<file path="config.mk">
export PLATFORM = sky130hd
export DESIGN_NAME = reorder_buffer
export DESIGN_NICKNAME = d
export VERILOG_FILES = /design/src/rtl/reorder_buffer.sv
export SDC_FILE = /design/constraint.sdc
export NUM_CORES = 2
export LEC_CHECK = 0
export CORE_AREA = 2 2 515 517
export DETAILED_ROUTE_END_ITERATION = 12
export DIE_AREA = 0 0 517 519
export MAX_ROUTING_LAYER = met4
export PLACE_DENSITY = 0.56
export SLEW_MARGIN = 5
export SYNTH_ARGS = -nofsm -noshare
export SYNTH_HDL_FRONTEND = slang
export SYNTH_SLANG_ARGS = --single-unit
</file>
<file path="constraint.sdc">
create_clock -name clk_in -period 6.7 [get_ports clk_in]
set_input_delay 0.67 -clock clk_in [delete_from_list [all_inputs] [get_ports clk_in]]
set_output_delay 0.67 -clock clk_in [all_outputs]
set_load 0.03 [all_outputs]
</file>
<file path="src/rtl/reorder_buffer.sv">
// rtl/reorder_buffer.sv - in-order retirement queue with rename, CDB capture, operand forwarding and flush.
// Optional ROB_PERF_CNT_EN adds commit/flush event counters.
module reorder_buffer #(
  parameter int ROB_DEPTH = 16,
  parameter int DATA_W    = 32,
  parameter int ADDR_W    = 32,
  localparam int TAG_W    = $clog2(ROB_DEPTH)
) (
  input  logic              clk_in,
  input  logic              rst_n_in,
  input  logic              rdy_in,
  input  logic              disp_valid,
  output logic              disp_ready,
  input  logic              disp_has_rd,
  input  logic [4:0]        disp_rd,
  input  logic [4:0]        disp_rs1,
  input  logic [4:0]        disp_rs2,
  input  logic [ADDR_W-1:0] disp_pc,
  output logic [TAG_W-1:0]  disp_tag,
  output logic [DATA_W-1:0] disp_rs1_value,
  output logic              disp_rs1_busy,
  output logic [TAG_W-1:0]  disp_rs1_tag,
  output logic [DATA_W-1:0] disp_rs2_value,
  output logic              disp_rs2_busy,
  output logic [TAG_W-1:0]  disp_rs2_tag,
  output logic [4:0]        rob2reg_rs1_request,
  output logic [4:0]        rob2reg_rs2_request,
  input  logic [DATA_W-1:0] reg2rob_rs1_value,
  input  logic [DATA_W-1:0] reg2rob_rs2_value,
  input  logic [DATA_W-1:0] reg2rob_rs1_rename,
  input  logic [DATA_W-1:0] reg2rob_rs2_rename,
  input  logic              reg2rob_rs1_if_rename,
  input  logic              reg2rob_rs2_if_rename,
  output logic [TAG_W-1:0]  rob2reg_reorder,
  output logic              rob2reg_reserve_enable,
  output logic [4:0]        rob2reg_reserve_rd,
  output logic [TAG_W-1:0]  rob2reg_reserve_reorder,
  input  logic              wb_valid,
  input  logic [TAG_W-1:0]  wb_tag,
  input  logic [DATA_W-1:0] wb_value,
  input  logic              wb_mispredict,
  input  logic [ADDR_W-1:0] wb_target,
  output logic              rob2reg_commit_enable,
  output logic [4:0]        rob2reg_commit_des,
  output logic [DATA_W-1:0] rob2reg_commit_value,
  output logic [TAG_W-1:0]  rob2reg_commit_reorder,
  output logic [ADDR_W-1:0] rob2reg_commit_pc,
  output logic              flush_enable,
  output logic [ADDR_W-1:0] flush_pc,
  output logic [TAG_W:0]    rob_count
`ifdef ROB_PERF_CNT_EN
  ,
  output logic [31:0]       perf_commit_cnt,
  output logic [31:0]       perf_flush_cnt
`endif
);

  localparam logic [TAG_W:0] COUNT_FULL = (TAG_W+1)'(ROB_DEPTH);

  logic [ROB_DEPTH-1:0] valid_q, ready_q;
  logic                 has_rd_q  [ROB_DEPTH];
  logic [4:0]           rd_q      [ROB_DEPTH];
  logic [DATA_W-1:0]    value_q   [ROB_DEPTH];
  logic [ADDR_W-1:0]    pc_q      [ROB_DEPTH];
  logic                 mispred_q [ROB_DEPTH];
  logic [ADDR_W-1:0]    target_q  [ROB_DEPTH];

  logic [TAG_W-1:0]  head_q, head_d, tail_q, tail_d;
  logic [TAG_W:0]    count_q, count_d;
  logic              commit_en_q, flush_q;
  logic [4:0]        commit_des_q;
  logic [DATA_W-1:0] commit_value_q;
  logic [TAG_W-1:0]  commit_reorder_q;
  logic [ADDR_W-1:0] commit_pc_q, flush_pc_q;

  logic             accept, commit_fire, commit_flush, wb_take;
  logic [TAG_W-1:0] rs1_tag, rs2_tag;
  logic             unused_rename;

  assign unused_rename = ^{reg2rob_rs1_rename[DATA_W-1:TAG_W], reg2rob_rs2_rename[DATA_W-1:TAG_W]};

  assign disp_ready   = (count_q != COUNT_FULL) && !flush_q;
  assign accept       = disp_valid && disp_ready && rdy_in;
  assign commit_fire  = rdy_in && valid_q[head_q] && ready_q[head_q];
  assign commit_flush = commit_fire && mispred_q[head_q];
  assign wb_take      = rdy_in && wb_valid && !flush_q && valid_q[wb_tag];

  assign disp_tag                = tail_q;
  assign rob2reg_reorder         = tail_q;
  assign rob2reg_reserve_enable  = accept && disp_has_rd && (disp_rd != 5'd0);
  assign rob2reg_reserve_rd      = disp_rd;
  assign rob2reg_reserve_reorder = tail_q;
  assign rob2reg_rs1_request     = disp_rs1;
  assign rob2reg_rs2_request     = disp_rs2;

  assign rs1_tag      = reg2rob_rs1_rename[TAG_W-1:0];
  assign rs2_tag      = reg2rob_rs2_rename[TAG_W-1:0];
  assign disp_rs1_tag = rs1_tag;
  assign disp_rs2_tag = rs2_tag;

  // A renamed source resolves from a finished ROB entry, else from the CDB this cycle.
  always_comb begin
    disp_rs1_busy  = 1'b0;
    disp_rs1_value = reg2rob_rs1_value;
    if (reg2rob_rs1_if_rename) begin
      if (ready_q[rs1_tag]) begin
        disp_rs1_value = value_q[rs1_tag];
      end else if (wb_valid && wb_tag == rs1_tag) begin
        disp_rs1_value = wb_value;
      end else begin
        disp_rs1_busy  = 1'b1;
        disp_rs1_value = '0;
      end
    end
  end

  always_comb begin
    disp_rs2_busy  = 1'b0;
    disp_rs2_value = reg2rob_rs2_value;
    if (reg2rob_rs2_if_rename) begin
      if (ready_q[rs2_tag]) begin
        disp_rs2_value = value_q[rs2_tag];
      end else if (wb_valid && wb_tag == rs2_tag) begin
        disp_rs2_value = wb_value;
      end else begin
        disp_rs2_busy  = 1'b1;
        disp_rs2_value = '0;
      end
    end
  end

  always_comb begin
    head_d  = head_q;
    tail_d  = tail_q;
    count_d = count_q;
    if (commit_flush) begin
      head_d  = '0;
      tail_d  = '0;
      count_d = '0;
    end else begin
      if (commit_fire) head_d = head_q + TAG_W'(1);
      if (accept)      tail_d = tail_q + TAG_W'(1);
      count_d = count_q + {{TAG_W{1'b0}}, accept} - {{TAG_W{1'b0}}, commit_fire};
    end
  end

  always_ff @(posedge clk_in or negedge rst_n_in) begin
    if (!rst_n_in) begin
      head_q           <= '0;
      tail_q           <= '0;
      count_q          <= '0;
      valid_q          <= '0;
      ready_q          <= '0;
      commit_en_q      <= 1'b0;
      commit_des_q     <= '0;
      commit_value_q   <= '0;
      commit_reorder_q <= '0;
      commit_pc_q      <= '0;
      flush_q          <= 1'b0;
      flush_pc_q       <= '0;
    end else begin
      commit_en_q <= commit_fire;
      flush_q     <= commit_flush;
      head_q      <= head_d;
      tail_q      <= tail_d;
      count_q     <= count_d;
      if (commit_fire) begin
        commit_des_q     <= has_rd_q[head_q] ? rd_q[head_q] : 5'd0;
        commit_value_q   <= value_q[head_q];
        commit_reorder_q <= head_q;
        commit_pc_q      <= pc_q[head_q];
      end
      if (commit_flush) flush_pc_q <= target_q[head_q];
      if (wb_take) ready_q[wb_tag] <= 1'b1;
      if (commit_flush) begin
        valid_q <= '0;
        ready_q <= '0;
      end else begin
        // ready is kept on retire so renamed readers see the value until the regfile catches up.
        if (commit_fire) valid_q[head_q] <= 1'b0;
        if (accept) begin
          valid_q[tail_q] <= 1'b1;
          ready_q[tail_q] <= 1'b0;
        end
      end
    end
  end

  always_ff @(posedge clk_in) begin
    if (accept) begin
      has_rd_q[tail_q]  <= disp_has_rd;
      rd_q[tail_q]      <= disp_rd;
      pc_q[tail_q]      <= disp_pc;
      mispred_q[tail_q] <= 1'b0;
    end
    if (wb_take) begin
      value_q[wb_tag]   <= wb_value;
      mispred_q[wb_tag] <= wb_mispredict;
      target_q[wb_tag]  <= wb_target;
    end
  end

  assign rob2reg_commit_enable  = commit_en_q;
  assign rob2reg_commit_des     = commit_des_q;
  assign rob2reg_commit_value   = commit_value_q;
  assign rob2reg_commit_reorder = commit_reorder_q;
  assign rob2reg_commit_pc      = commit_pc_q;
  assign flush_enable           = flush_q;
  assign flush_pc               = flush_pc_q;
  assign rob_count              = count_q;

`ifdef ROB_PERF_CNT_EN
  logic [31:0] perf_commit_q, perf_flush_q;

  always_ff @(posedge clk_in or negedge rst_n_in) begin
    if (!rst_n_in) begin
      perf_commit_q <= '0;
      perf_flush_q  <= '0;
    end else begin
      if (commit_fire)  perf_commit_q <= perf_commit_q + 32'd1;
      if (commit_flush) perf_flush_q  <= perf_flush_q + 32'd1;
    end
  end

  assign perf_commit_cnt = perf_commit_q;
  assign perf_flush_cnt  = perf_flush_q;
`endif

endmodule
</file>
* Word level (Yosys, flattened, before mapping)
Memory sizes are Yosys's and may differ from the RTL's. A register that Yosys moved wholly into a read port is not among the register bits.
Index checks and enable logic that the tools add are counted.
** Word-level totals
- Bits in registers :: 56
- Memory bits (writable) :: 1648
- Bits of input ports :: 252
- Output and inout port bits :: 215
- Logic and storage cells :: 104
- Memories kept :: 6
** Operators by class
- Add/subtract/negate cells :: 4
- Order comparisons :: 8
- Equality and inequality tests :: 3
- Muxes and demuxes :: 45
- Bitwise gates (word level) :: 6
- Reduce and logical (&&, ||, !) cells :: 23
** Memories
- pc_q :: words 16, bits a word 32, rd ports 1, clocked after Yosys merged registers in 1, wr ports 1, line 64 : logic [ADDR_W-1:0] pc_q [ROB_DEPTH];
- target_q :: words 16, bits a word 32, rd ports 1, clocked after Yosys merged registers in 1, wr ports 1, line 66 : logic [ADDR_W-1:0] target_q [ROB_DEPTH];
- value_q :: words 16, bits a word 32, rd ports 3, clocked after Yosys merged registers in 1, wr ports 1, line 63 : logic [DATA_W-1:0] value_q [ROB_DEPTH];
- rd_q :: words 16, bits a word 5, rd ports 1, clocked after Yosys merged registers in 0, wr ports 1, line 62 : logic [4:0] rd_q [ROB_DEPTH];
- has_rd_q :: words 16, bits a word 1, rd ports 1, clocked after Yosys merged registers in 0, wr ports 1, line 61 : logic has_rd_q [ROB_DEPTH];
- mispred_q :: words 16, bits a word 1, rd ports 1, clocked after Yosys merged registers in 0, wr ports 2, line 65 : logic mispred_q [ROB_DEPTH];
** Operators with widths (number)
- 32-bit two-way mux :: 6
- 16-bit two-way mux :: 7
- 16-bit AND :: 2
- 16-bit inverter :: 2
- 16-bit bitwise OR :: 2
- 4-bit by 5-bit less-than comparator with 1-bit output, second input constant :: 5
- 1-bit binary-select mux with 4-bit select :: 5
- 1-bit two-way mux :: 18
- 1-bit logical AND :: 16
- 4-bit two-way mux :: 4
- 1-bit demux with 4-bit select :: 3
- 4-bit by 1-bit greater-or-equal comparator with 1-bit output, second input constant :: 3
- 5-bit two-way mux :: 2
- 4-bit by 1-bit adder with 4-bit output, second input constant :: 2
- 4-bit equality test :: 2
- 5-bit by 1-bit adder with 5-bit output :: 1
- 5-bit != test, second input constant :: 1
- 5-bit nonzero test :: 1
- 5-bit by 1-bit subtractor with 5-bit output :: 1
- 1-bit logical NOT :: 4
- 2-bit nonzero test :: 2

* Depth between registers and ports, before layout
- Word-level depth :: 11
- Gate-level depth with buffers :: 19
- Mapped depth without buffers :: 15

* Worst setup path after synthesis
No wires, ideal clock.
- Path kind :: input -> register
- Start :: in wb_tag[0]
- End :: mem mispred_q[8] (data pin)
- Arrival time :: 6.351 ns
- Setup slack :: 0.184 ns
- Cell stages on the path :: 5
- Cells stage by stage :: clkbuf_1 -> mux4_2 -> nand3_1 -> nor3_1 -> and2_1
** RTL lines
- start: declaration :: line 39 : input logic [TAG_W-1:0] wb_tag,
- end: declaration :: line 65

* Final worst setup path
- Start :: reg ready_q[12]
- End :: out disp_rs2_value[18]
** Between the ends
- Cells in the longest elaborated chain, start to end :: 4
** Ends and longest elaborated chain
- start: declaration :: line 60 : logic [ROB_DEPTH-1:0] valid_q, ready_q;
- start signal: assignment :: line 153 : ready_q <= '0;
- start signal: indexed assignment :: line 174 : if (wb_take) ready_q[wb_tag] <= 1'b1;
- start signal: assignment :: line 177 : ready_q <= '0;
- 1-bit binary-select mux with 4-bit select :: line 121 : if (ready_q[rs2_tag]) begin
- 1-bit two-way mux (not written as such) :: line 121
- 32-bit two-way mux :: line 121
- 32-bit two-way mux :: line 120 : if (reg2rob_rs2_if_rename) begin
- end: declaration :: line 23 : output logic [DATA_W-1:0] disp_rs2_value,
No other way between the ends. The select of a mux whose other input is x is not followed.

==> flow_summary.json <==
{
  "grt_max_degree": 144,
  "synth_xor_area_share_pct": 0.156,
  "tightestPinTransition_ns": 1.10,
  "cp-start-kind": "register",
  "synth_top_family_by_area": "multiplexers",
  "switching_share_pct": 27.0,
  "fill_cells": 24300,
  "drcViolationCount": 0,
  "cp_slowest_cell": "clkdlybuf4s50_1",
  "core_area_um2": 263000,
  "synth_edf_count": 1648,
  "die_area_um2": 268000,
  "port_buffers": 390,
  "slowest_delay_ns": 0.68,
  "final.setup.tns_ns": 0,
  "yosys-top-cells-count": "edfxtp_1 (1,648), mux4_2 (787), dfrtp_1 (152)",
  "design_power_total_uw": 30600,
  "hold_class": "input pin to asynchronous set/reset pin",
  "drive_gt1_share_pct": 31.9,
  "crit_required_ns": 6.03,
  "worstPathMaxFanout": 18,
  "async_flop_share_pct": 8.44,
  "path_clk_slew_ns": 0.06,
  "grt_antenna_before_repair": 31,
  "ys_top_cells_by_area": "edfxtp_1 (63%), mux4_2 (23%), dfrtp_1 (4.9%)",
  "initial_core_util_pct": 29.8,
  "pin_count": 467,
  "num_rows": 189,
  "cts_resized": 0,
  "synthCells": 3586,
  "fp.dieW_um": 517,
  "grt_pass1_vias": 42300,
  "final_hold_viol_count": 0,
  "final_antenna_net_count": 0,
  "synth_top_area_share_pct": 63.1,
  "synth_seq_cells": 1800,
  "yosys_warnings": 0,
  "clock_latency_ns": 0.85,
  "crit_path_end_kind": "output port",
  "synthAdderAreaFrac_pct": 0.249,
  "p_int_uw": 22300,
  "dp_hpwl_um": 118000,
  "pwr-share-comb_pct": 20.6,
  "synth_seq_area_share_pct": 68.0,
  "clock_path_buffers": 3,
  "dr.pass1.iters": 5,
  "syn-cell-area_um2": 78400,
  "dr.first_iter.drc_count": 4144,
  "final.period_utilization_pct": 76.6,
  "critPathArrivalTime_ns": 4.46,
  "post_drt_wl_per_cell_um": 29.2,
  "synthMuxAreaShare_pct": 25.3,
  "synth_cell_types": 60,
  "maxCapViolations": 0,
  "cts_tree": "done",
  "p_switching_uw": 8270,
  "cts-root-buf": "clkbuf_16",
  "clockPowerShare_pct": 36.2,
  "crit_chain": "mux4_2, mux4_2, nand2b_1, nor2_4, buf_4, a221o_1, clkdlybuf4s50_1",
  "yosysMostFrequentCell": "edfxtp_1",
  "synth_largest_area_cell": "edfxtp_1",
  "synth_flop_cell": "edfxtp_1",
  "cpMostUsedCell": "mux4_2",
  "status": "completed",
  "skew_ns": 0.0461,
  "avgSynthCellArea_um2": 21.9,
  "criticalPathCategory": "register to output port",
  "maxSlewHeadroom_pct": 26.7,
  "gp_congestion": 0.778,
  "htree_levels": 4,
  "rsz0062_at_grt": "no",
  "grt_usage_pct": 17.1,
  "fp.dieH_um": 519,
  "finalSetupViolCount": 0,
  "grt_first_pass_wirelength_um": 318000,
  "synthSimpleGateAreaFrac_pct": 1.31,
  "maxSlewViolCount": 0,
  "power.density_nw_per_um2": 329,
  "vdd_drop_max_mv": 0.252,
  "finalNetCount": 4240,
  "drt_wl_total_um": 225000,
  "cts-buffers-inserted": 198,
  "max_freq_mhz": 195,
  "viasPerCell": 5.25,
  "synth_compound_area_share_pct": 2.94,
  "post-route-min-period_ns": 5.13,
  "p_leak_uw": 0.0295,
  "pwr-share-seq_pct": 43.2,
  "cts.sinks": 1800,
  "area_growth_pct": 18.7,
  "synth_nets": 3853,
  "gr-total-overflow": 0,
  "vias": 40500
}
-- path summary, 6_finish.rpt --
check	slack, ns	cells after the start	from	to
worst max-delay path	1.57	7	ready_q[12]$_DFF_PN0_	disp_rs2_value[18]
worst min-delay path	0.42	2	rst_n_in	rob2reg_commit_value[21]$_DFFE_PN0N_
worst max register to register	2.21	6	head_q[1]$_DFFE_PN0P_	flush_pc[7]$_DFFE_PN0P_
worst min register to register	0.51	1	rob2reg_commit_pc[30]$_DFFE_PN0N_	rob2reg_commit_pc[30]$_DFFE_PN0N_
max in group asynchronous	4.95	3	rst_n_in	head_q[3]$_DFFE_PN0P_
min in group clk_in	0.51	1	rob2reg_commit_pc[30]$_DFFE_PN0N_	rob2reg_commit_pc[30]$_DFFE_PN0N_
-- cells in the final DEF, fill, tap and decap left out, drive strengths merged, types with 30 or more instances in the layout --
master | netlist | routed
clkinv | 0 | 66
mux2 | 99 | 99
mux4 | 789 | 789
clkbuf | 108 | 270
buf | 179 | 92
inv | 38 | 48
edfxtp | 1648 | 1648
a211oi | 128 | 128
mux2i | 69 | 69
nor2 | 30 | 30
clkdlybuf4s50 | 0 | 381
a221o | 64 | 64
nor2b | 70 | 70
dfrtp | 152 | 152
-- worst max-delay path, delay by kind of cell (launching register included) --
family	cells	cell delay (ns)
buffers and inverters	2	1.08
AOI/OAI and AO/OA	1	0.20
DFF	1	0.42
and+or+nand+nor	2	0.89
muxes	2	1.00
-- through the flow --
stage / instances / hold slack, ns / worst slack [ns] / cell area (um^2) / utilization, %
floorplan: 3586 / 0.374 / 0.184 / 78400 / -
global placement: 7305 / 0.492 / 1.68 / 86400 / 32.8
detailed placement: 7305 / 0.493 / 1.70 / 86400 / 32.8
CTS: 7677 / 0.370 / 1.45 / 93000 / 35.3
global route: 7698 / 0.422 / 1.35 / 93100 / 35.3
finish: 7701 / 0.424 / 1.57 / 93100 / 35.3
-- state kept, by name (all words and copies together) (netlist names), 5 cells and up --
register / count
rob2reg_commit_pc: 32
valid_q: 16
has_rd_q: 16
mispred_q: 16
value_q: 512
rd_q: 80
ready_q: 16
target_q: 512
pc_q: 512
flush_pc: 32
rob_count: 5
rob2reg_commit_des: 5
rob2reg_commit_value: 32
-- power groups by stage --
stage               registers (uW)  clock network [uW]  logic [uW]
global route                 13300               11800        6720
detailed placement           13500                   0        6430
CTS                          13200               11400        6450
finish                       13200               11100        6310
floorplan                    13600                   0        4050
global placement             13400                   0        6410
-- cells by family (layout without fill, tap and decap cells) --
family | count (synthesis) | in the layout
buf+inv | 325 | 883
mux | 957 | 957
flops | 1800 | 1800
fa+ha+maj | 15 | 15
simple gates | 186 | 186
compound gates | 289 | 289
other cells | 0 | 24
xor+xnor | 14 | 14
-- cell type report --
cell class	instances	area (um^2)	share of cell area [%]
Antenna cell	24	60.1	0.0645
Timing Repair Buffer	474	4910	5.28
Sequential cell	1800	53300	57.3
Inverter	38	158	0.169
Tap cell	3533	4420	4.75
Multi-Input combinational cell	1461	23600	25.3
Clock buffer	270	5470	5.87
Clock inverter	101	1170	1.26
-- what timing repair did --
item,4_1_cts,5_1_grt
setup buffers,0,0
hold endpoints to repair,48,0
hold buffers,1,0
-- per-layer routing --
metal / vias to the layer above / share of wire [%] / routed length, um / global-route usage [%]
met5: - / 0 / 0 / -
met4: 0 / 2.4 / 5410 / 4.71
met3: 324 / 6.9 / 15500 / 3.65
met2: 1496 / 49 / 110000 / 27.0
met1: 22200 / 42 / 94300 / 22.2
li1: 16400 / - / - / -
Note: power is estimated with default switching activity, not from simulation.
